### config.mk
export PLATFORM = sky130hd
export DESIGN_NAME = segment_led_decoder
export DESIGN_NICKNAME = d
export VERILOG_FILES = /design/src/rtl/segment_led_pkg.sv /design/src/rtl/segment_glyph_decode.sv /design/src/rtl/segment_led_decoder.sv
export SDC_FILE = /design/constraint.sdc
export NUM_CORES = 1
export LEC_CHECK = 0
export ABC_AREA = 1
export CORE_MARGIN = 1.5
export CORE_UTILIZATION = 60
export CTS_BUF_LIST = sky130_fd_sc_hd__clkbuf_16
export CTS_CLUSTER_DIAMETER = 200
export DETAILED_ROUTE_END_ITERATION = 7
export PLACE_DENSITY = 0.89
export SYNTH_ARGS = -nofsm -noshare
export SYNTH_HDL_FRONTEND = slang
export SYNTH_HIERARCHICAL = 1
export SYNTH_SLANG_ARGS = --single-unit
### constraint.sdc
create_clock -name clk_i -period 5.5 [get_ports clk_i]
set_input_delay 1.65 -clock clk_i [delete_from_list [all_inputs] [get_ports clk_i]]
set_output_delay 1.65 -clock clk_i [all_outputs]
set_load 0.01 [all_outputs]
### src/rtl/segment_led_pkg.sv
// Shared constants for the segment LED bus format: glyph table, flag bit positions, decoder states.
package segment_led_pkg;

  localparam int DIGITS = 10;

  localparam logic [6:0] GLYPH [DIGITS] = '{
    7'h3f, 7'h06, 7'h5b, 7'h4f, 7'h66, 7'h6d, 7'h7d, 7'h07, 7'h7f, 7'h6f
  };

  localparam int DP_HUND_1 = 7;
  localparam int DP_HUND_2 = 7;
  localparam int RST_BIT   = 8;

  typedef enum logic [1:0] {
    S_SRC_RST = 2'd0,
    S_SETTLE  = 2'd1,
    S_STABLE  = 2'd2
  } state_t;

endpackage

### src/rtl/segment_glyph_decode.sv
// Maps a 7-segment glyph back to its decimal digit; valid=0 for any glyph outside the table.
module segment_glyph_decode
  import segment_led_pkg::*;
(
  input  logic [6:0] glyph,
  output logic       valid,
  output logic [3:0] digit
);

  always_comb begin
    valid = 1'b0;
    digit = 4'd0;
    for (int i = 0; i < DIGITS; i++) begin
      if (glyph == GLYPH[i]) begin
        valid = 1'b1;
        digit = 4'(i);
      end
    end
  end

endmodule

### src/rtl/segment_led_decoder.sv
// Recovers the 8-bit count from two synchronised, debounced segment LED buses and
// presents it on a valid/ready port with decode-error, overrun and source-reset flags.
module segment_led_decoder
  import segment_led_pkg::*;
#(
  parameter int SYNC_STAGES   = 2,
  parameter int STABLE_CYCLES = 4
) (
  input  logic       clk_i,
  input  logic       rst_n_i,
  input  logic [8:0] segment_led_1_i,
  input  logic [8:0] segment_led_2_i,
  output logic [7:0] count_o,
  output logic       count_valid_o,
  input  logic       count_ready_i,
  output logic       decode_err_o,
  output logic       overrun_o,
  output logic       src_rst_o
);

  localparam int CNT_W = $clog2(STABLE_CYCLES + 1);
  localparam logic [CNT_W-1:0] CNT_LAST = CNT_W'(STABLE_CYCLES - 1);

  function automatic logic [8:0] times10(input logic [3:0] d);
    return ({5'd0, d} << 3) + ({5'd0, d} << 1);
  endfunction

  logic [SYNC_STAGES-1:0][17:0] sync_q;
  logic [17:0]      p_cur, p_prev, last_pat;
  logic [8:0]       led1, led2;
  logic             last_vld, same, src_rst_req, strobe;
  logic [CNT_W-1:0] stab_cnt, run_cnt;
  state_t           state;

  // Input synchroniser
  always_ff @(posedge clk_i or negedge rst_n_i) begin
    if (!rst_n_i) sync_q <= '0;
    else          sync_q <= {sync_q[SYNC_STAGES-2:0], segment_led_1_i, segment_led_2_i};
  end

  assign p_cur       = sync_q[SYNC_STAGES-1];
  assign led1        = p_cur[17:9];
  assign led2        = p_cur[8:0];
  assign same        = (p_cur == p_prev);
  assign src_rst_req = led1[RST_BIT] | led2[RST_BIT];
  // run_cnt counts how many earlier samples matched the current one
  assign run_cnt     = same ? stab_cnt + 1'b1 : '0;
  assign strobe      = (state == S_SETTLE) && !src_rst_req && (run_cnt == CNT_LAST) &&
                       !(last_vld && (p_cur == last_pat));

  // Stability tracking and FSM
  always_ff @(posedge clk_i or negedge rst_n_i) begin
    if (!rst_n_i) begin
      state    <= S_SRC_RST;
      stab_cnt <= '0;
      p_prev   <= '0;
      last_pat <= '0;
      last_vld <= 1'b0;
    end else begin
      p_prev <= p_cur;
      if (src_rst_req) begin
        state    <= S_SRC_RST;
        stab_cnt <= '0;
        last_vld <= 1'b0;
      end else begin
        case (state)
          S_SRC_RST: begin
            state    <= S_SETTLE;
            stab_cnt <= '0;
          end
          S_SETTLE: begin
            if (run_cnt == CNT_LAST) begin
              state    <= S_STABLE;
              stab_cnt <= '0;
              last_vld <= 1'b1;
              last_pat <= p_cur;
            end else begin
              stab_cnt <= run_cnt;
            end
          end
          S_STABLE: begin
            if (!same) begin
              state    <= S_SETTLE;
              stab_cnt <= '0;
            end
          end
          default: state <= S_SRC_RST;
        endcase
      end
    end
  end

  logic       tens_ok, ones_ok, hund_ok, dec_ok;
  logic [3:0] tens, ones;
  logic [8:0] hund_val, value;

  segment_glyph_decode u_tens (.glyph(led1[6:0]), .valid(tens_ok), .digit(tens));
  segment_glyph_decode u_ones (.glyph(led2[6:0]), .valid(ones_ok), .digit(ones));

  // Hundreds flags are thermometer coded; {1,0} cannot come from a legal source
  always_comb begin
    hund_ok  = 1'b1;
    hund_val = 9'd0;
    case ({led1[DP_HUND_1], led2[DP_HUND_2]})
      2'b00:   hund_val = 9'd0;
      2'b01:   hund_val = 9'd100;
      2'b11:   hund_val = 9'd200;
      default: hund_ok  = 1'b0;
    endcase
  end

  assign value  = hund_val + times10(tens) + {5'd0, ones};
  assign dec_ok = tens_ok & ones_ok & hund_ok & ~value[8];

  // Output register and handshake
  always_ff @(posedge clk_i or negedge rst_n_i) begin
    if (!rst_n_i) begin
      count_o       <= '0;
      count_valid_o <= 1'b0;
      decode_err_o  <= 1'b0;
      overrun_o     <= 1'b0;
      src_rst_o     <= 1'b0;
    end else begin
      decode_err_o <= strobe & ~dec_ok;
      overrun_o    <= strobe & dec_ok & count_valid_o & ~count_ready_i;
      src_rst_o    <= src_rst_req;
      if (strobe && dec_ok) begin
        count_o       <= value[7:0];
        count_valid_o <= 1'b1;
      end else if (count_valid_o && count_ready_i) begin
        count_valid_o <= 1'b0;
      end
    end
  end

endmodule

[Word-level counts from Yosys, hierarchy flattened]
Index checks and enable logic that the tools add are counted.
Word-level totals
  bits of input ports: 21
  word-level logic and storage cells: 130
  flip-flop bits (word level): 90
Cells by class
  eq/ne operators: 29
  reduce and logical (&&, ||, !) cells: 19
  bitwise gates (word level): 12
  muxes and demuxes: 54
  add/subtract/negate cells: 4
Operators by type and width (count)
  $eq 7x7->1 const B: 14
  $eq 18x18->1: 2
  $mux 3: 12
  $eq 7x3->1 const B: 4
  $mux 1: 28
  $mux 4: 4
  $pmux 8 s2: 1
  $eq 7x6->1 const B: 2
  $mux 2: 7
  $add 9x4->9: 1
  $add 9x8->9: 1
  $pmux 3 s3: 1
  $add 7x5->8: 1
  $and 1x1->1: 7
  $logic_and 1x1->1: 6
  $pmux 2 s3: 1
  $reduce_and 2->1: 3
  $reduce_bool 2->1: 3
  $eq 2x1->1 const B: 2
  $eq 2x2->1 const B: 2
  $logic_not 2->1: 2
  $not 1->1: 4
  $reduce_bool 4->1: 1
  $add 3x1->3 const B: 1
  7 further kinds: 8

[Depth between registers and ports, before layout]
  word-level depth: 18
  mapped depth: 21
  depth with buffers taken out: 21

[Cells and area by module]
Netlist, hierarchy kept.
Modules (own cells, without submodules)
  segment_led_decoder: instances 1, area each 3886.2 um^2, cells each 410
  segment_glyph_decode: instances 2, area each 251.5 um^2, cells each 60

[Worst setup path before layout]
OpenSTA, ideal clock, no wires.
  path type: register to register
  start point: reg sync_q (netlist bit p_cur[13])
  end point: reg count_o[5]
  period minus slack after synthesis: 3.463 ns
  arrival time: 3.343 ns
  path buffers: 0
  cell stages (with the launch flop): 20
  slack: 2.037 ns
  required time: 5.380 ns
  library setup time: 0.120 ns
  cells stage by stage: dfrtp_1 -> nor2_1 -> nand2_1 -> nor2_1 -> nor2_1 -> nand4_1 -> inv_1 -> fa_1 -> inv_1 -> fa_1 -> ha_1 -> inv_1 -> nor3_1 -> nand2_1 -> nand3b_1 -> nand2_1 -> nor2_2 -> nand4_2 -> nand2_1 -> nand2_1
Between the ends
  longest elaborated chain between the ends: 16
  elaborated cells between the ends (all ways): 45
  those cells by class: add/sub: 3; eq/ne: 13; mux: 20; bitwise: 4; reduce/logical: 5
RTL lines
  start: declaration: line segment_led_decoder.sv:28  | logic [SYNC_STAGES-1:0][17:0] sync_q;
  start signal: assignment: line segment_led_decoder.sv:38  | else sync_q <= {sync_q[SYNC_STAGES-2:0], segment_led_1_i, segment_led_2_i};
  $eq 7x3->1: line segment_glyph_decode.sv:14  | if (glyph == GLYPH[i]) begin
  $mux 1: line segment_glyph_decode.sv:14
  $mux 2 (2 in series): line segment_glyph_decode.sv:14
  $mux 3 (4 in series): line segment_glyph_decode.sv:14
  $mux 4: line segment_glyph_decode.sv:14
  $mux 4 *: line segment_glyph_decode.sv:14
  via tens[0]: line segment_led_decoder.sv:94  | logic [3:0] tens, ones;
  $add 7x5->8 *: line segment_led_decoder.sv:25  | return ({5'd0, d} << 3) + ({5'd0, d} << 1);
  $add 9x8->9 *: line segment_led_decoder.sv:112  | assign value = hund_val + times10(tens) + {5'd0, ones};
  $add 9x4->9 *: line segment_led_decoder.sv:112
  $not 1->1: line segment_led_decoder.sv:113  | assign dec_ok = tens_ok & ones_ok & hund_ok & ~value[8];
  $and 1x1->1: line segment_led_decoder.sv:113
  $logic_and 1x1->1: line segment_led_decoder.sv:127  | if (strobe && dec_ok) begin
  end signal: assignment: line segment_led_decoder.sv:128  | count_o <= value[7:0];
  end: declaration: line segment_led_decoder.sv:13  | output logic [7:0] count_o,
Mark *: on every way through the listed nets, which the timed path passes. The rest lies on a longest branch.
A chain may end at the register's enable or synchronous reset.

[Final worst setup path]
  start point: reg sync_q (netlist bit p_cur[9])
  end point: reg count_o[0]
Between the ends
  longest elaborated chain between the ends: 16
  elaborated cells between the ends (all ways): 45
  those cells by class: add/sub: 3; eq/ne: 13; mux: 20; bitwise: 4; reduce/logical: 5
RTL lines (line)
  $eq 7x3->1: segment_glyph_decode.sv:14
  $mux 1: segment_glyph_decode.sv:14
  $mux 2 (2 in series): segment_glyph_decode.sv:14
  $mux 3 (4 in series): segment_glyph_decode.sv:14
  $mux 4: segment_glyph_decode.sv:14
  $mux 4 *: segment_glyph_decode.sv:14
  via tens[0]: segment_led_decoder.sv:94
  $add 7x5->8 *: segment_led_decoder.sv:25
  $add 9x8->9 *: segment_led_decoder.sv:112
  $add 9x4->9 *: segment_led_decoder.sv:112
  $not 1->1 *: segment_led_decoder.sv:113
  $and 1x1->1 *: segment_led_decoder.sv:113
  $logic_and 1x1->1 *: segment_led_decoder.sv:127
Marked as above.

==> out/qor.yml <==
yosys:
  ys_async_sr_fraction: 1.000
  synth_warnings: 6
  synth.lib_cells_used.distinct: 27
  postSynthNetCount: 570
  yosysMostFrequentCell: "nand2_1"
  postSynthAreaPerCell_um2: 8.282
  yosysSeqAreaShare: 0.5131
  most_area_consuming_cells_after_synthesis: "dfrtp_1 51%, nand2_1 14%, inv_1 7.3%"
  synth.cell_area_um2: 4389
  synthDominantAreaCellType: "dfrtp_1"
  synthCells: 530
  ffs_latches_synth: 90
  synth_common_cells: "165 x nand2_1, 90 x dfrtp_1, 85 x inv_1"
  area_fraction_of_the_dominant_cell_type_after_synthesis: 0.5131
  synth_top_flop_cell: "dfrtp_1"
  synth_edf_count: 0
timing:
  fin_crit_sh: 0.7454
  unrepaired_setup_endpoints_after_global_routing: "false"
  max-slew-margin-rel: 0.2819
  period_minus_slack_ps: 4100
  timing.final.hold_violations: 0
  worst_slew_pin_slew_ps: 1077
  fin_tns_setup_ps: 0
  report.final.setup_viol: 0
  finalHoldWorstSlack_ps: 349.0
  final-max-slew-violation-count: 0
  setup_ws_ps: 1400
  clock-skew-final_ps: 8.279
  timing.fmax_mhz: 243.9
critical_path:
  worstSetupStartpointType: "flip-flop"
  worstSetupEndpointType: "flip-flop"
  cp_num_buf_inv: 3
  worst_path_max_delay_cell: "dfrtp_1"
  timing.critical_path.mode_cell: "nand2_1"
  cp_slowest_stage_delay_ps: 540
  worstPathCellList: "nand2_2 -> nor2_2 -> nand2_1 -> nand4_1 -> inv_1 -> fa_1 -> inv_1 -> fa_1 -> ha_1 -> inv_1 -> nor3_1 -> nand2_1 -> nand3b_1 -> nand2_1 -> nor2_2 -> nand4_2 -> nand2_1 -> nand2_1"
  critPathKind: "flip-flop to flip-flop"
  worstPathArrival_ps: 4330
  cp_top_family: "simple AND/OR/NAND/NOR gates"
  critPathMaxFanout: 10
  required_ps: 5730
clock_network:
  cts_buffer_depth: 2
  tritoncts: "done"
  htree_levels: 3
  clock_transition_at_the_register_clock_pins_on_the_worst_setup_and_hold_paths_after_cts_ps: 70
  clock_sinks: 90
  cts.repair_timing.setup_buffer_count: 0
  cts-hold-fix-buffers: 0
  worstSkewPairLatency_ps: 340
  clock-root-buffer: "clkbuf_16"
  cts-resized-gates: 0
  cts_inserted_buffers: 9
pwr:
  totalPowerFinal_mw: 1.415
  power_density_nw_per_um2: 277.8
  power_leakage_nw: 2.744
  power.share.switching: 0.2613
  switchingPower_mw: 0.3698
  pwr-share-clk: 0.432
  peak_supply_drop_mv: 0.2408
  p_int_mw: 1.045
  power_frac_seq: 0.498
  combPwrFrac: 0.069
min_path:
  hold_path_class: "flip-flop to flip-flop"
drt:
  remaining_drc_errors: 0
  vias_per_cell: 5.327
  average_detailed_routed_wire_length_per_instance_um: 13.87
  detailroute.via_count: 3564
  detail_route.iter0.violations: 302
  route.antenna.remaining_nets: 0
  postRouteWirelength_um: 9280
  detail_route.first_pass.iterations: 5
die:
  floorplan.die.width_um: 88.53
  floorplan.die_area_um2: 7838
  pin_count: 33
  initial_utilization: 0.6321
  floorplan.rows: 30
  core_area_um2: 6944
  chipHeight_um: 88.53
final_layout:
  final_layout_size_suffix_gt1_frac: 0.08028
  antenna-diode-count: 0
  final_net_count: 608
  fillers: 467
  syn2layout_area_growth_pct: 16.05
grt:
  grt_pass1_vias: 3478
  grt_first_pass_wirelength_um: 15540
  grt_remaining_overflow: 0
  grtUsageTotal: 0.2649
  grt_antenna_before_repair: 0
  grt_start_max_net_pins: 91
placed_design:
  placement.setup.worst_slack_ps: 1454
  hpwlAfterDp_um: 6489
  gp_routability_congestion: 0.9142
  port_buffers: 32
outcome:
  run_status: "completed"
flow_run:
  max-cap-violations: 0
-- metal layers --
metal,share of wire,track usage,routed length (µm),up-vias
li1,-,-,-,1701
met1,0.40,0.3277,3731,1675
met2,0.50,0.4441,4683,153
met3,0.053,0.05877,496,35
met4,0.040,0.1264,369,0
met5,0,0,0,-
-- worst reg2reg max path: stages (launching register included) --
cell,delay (ps)
dfrtp_1,540
nand2_2,130
nor2_2,230
nand2_1,90
nand4_1,140
inv_1,80
fa_1,530
inv_1,60
fa_1,450
ha_1,290
inv_1,50
nor3_1,270
nand2_1,120
nand3b_1,100
nand2_1,70
nor2_2,300
nand4_2,330
nand2_1,150
nand2_1,70
-- state kept, by name, summed over array words and instances, names as in the netlist --
register	cells
last_pat	18
p_cur	18
p_prev	18
sync_q	18
count_o	8
stab_cnt	3
state	2
count_valid_o	1
decode_err_o	1
last_vld	1
overrun_o	1
src_rst_o	1
-- final cells by class --
class	count	area, µm²	area share
repair buffers	32	317.8	0.06239
clock inverters	7	76.32	0.01498
clock buffers	9	225.2	0.04422
flip-flops and latches	90	2252	0.4422
well taps	96	120.1	0.02358
multi-input cells	345	1764	0.3464
inverters	90	337.8	0.06632
-- worst paths after layout --
path	startpoint	to	slack (ps)	cells past startpoint
hold / removal	sync_q[15]	p_cur[15]	350	0
min in group asynchronous	rst_n_i	last_pat[2]	1500	1
hold reg to reg	sync_q[15]	p_cur[15]	350	0
setup reg to reg	p_cur[9]	count_o[0]	1400	18
setup / recovery	p_cur[9]	count_o[0]	1400	18
max in group asynchronous	rst_n_i	p_cur[13]	3310	1
-- power groups by stage --
stage / Clock, mW / Combinational [mW] / Sequential [mW]
after global routing: 0.647 / 0.113 / 0.708
final: 0.612 / 0.0983 / 0.705
after global placement: 0 / 0.0914 / 0.715
after CTS: 0.619 / 0.0986 / 0.704
after detailed placement: 0 / 0.0966 / 0.717
after floorplan: 0 / 0.0554 / 0.711
-- cell usage in the layout, fill, tap and decap left out --
master             n
nand4_1           14
inv_8              3
dfrtp_1           90
inv_2              5
inv_1             85
or2_2              1
nor2_2             8
o21ai_2            4
xnor2_1            6
nand2_1          165
nand4_2            2
xor2_1             8
nor2_4             1
nand2_2            8
o31ai_1            2
o21ai_1            1
clkinv_8           1
a21oi_1            6
buf_4              1
nor2_1            60
clkdlybuf4s50_1   31
fa_1               4
ha_1              15
inv_6              3
nand3b_1           3
clkbuf_16          9
nor3_1             2
o22ai_1            5
nand3_1           13
o21ai_0           17
-- metrics by stage --
step | area (µm²) | util | cells
final | 5094 | 0.7335 | 669
after global routing | 5094 | 0.7335 | 669
after floorplan | 4389 | - | 530
after detailed placement | 4792 | 0.6901 | 653
after CTS | 5094 | 0.7335 | 669
after global placement | 4792 | 0.6901 | 653
-- cells by family after synthesis --
kind of cell             synth area share
AND/OR/NAND/NOR                    0.2671
buffers and inverters             0.08495
AO/OA/AOI/OAI                     0.04589
adder cells (fa/ha/maj)           0.06100
flip-flops                         0.5131
XOR/XNOR                          0.02794
Power figures use the tool's default switching activity.
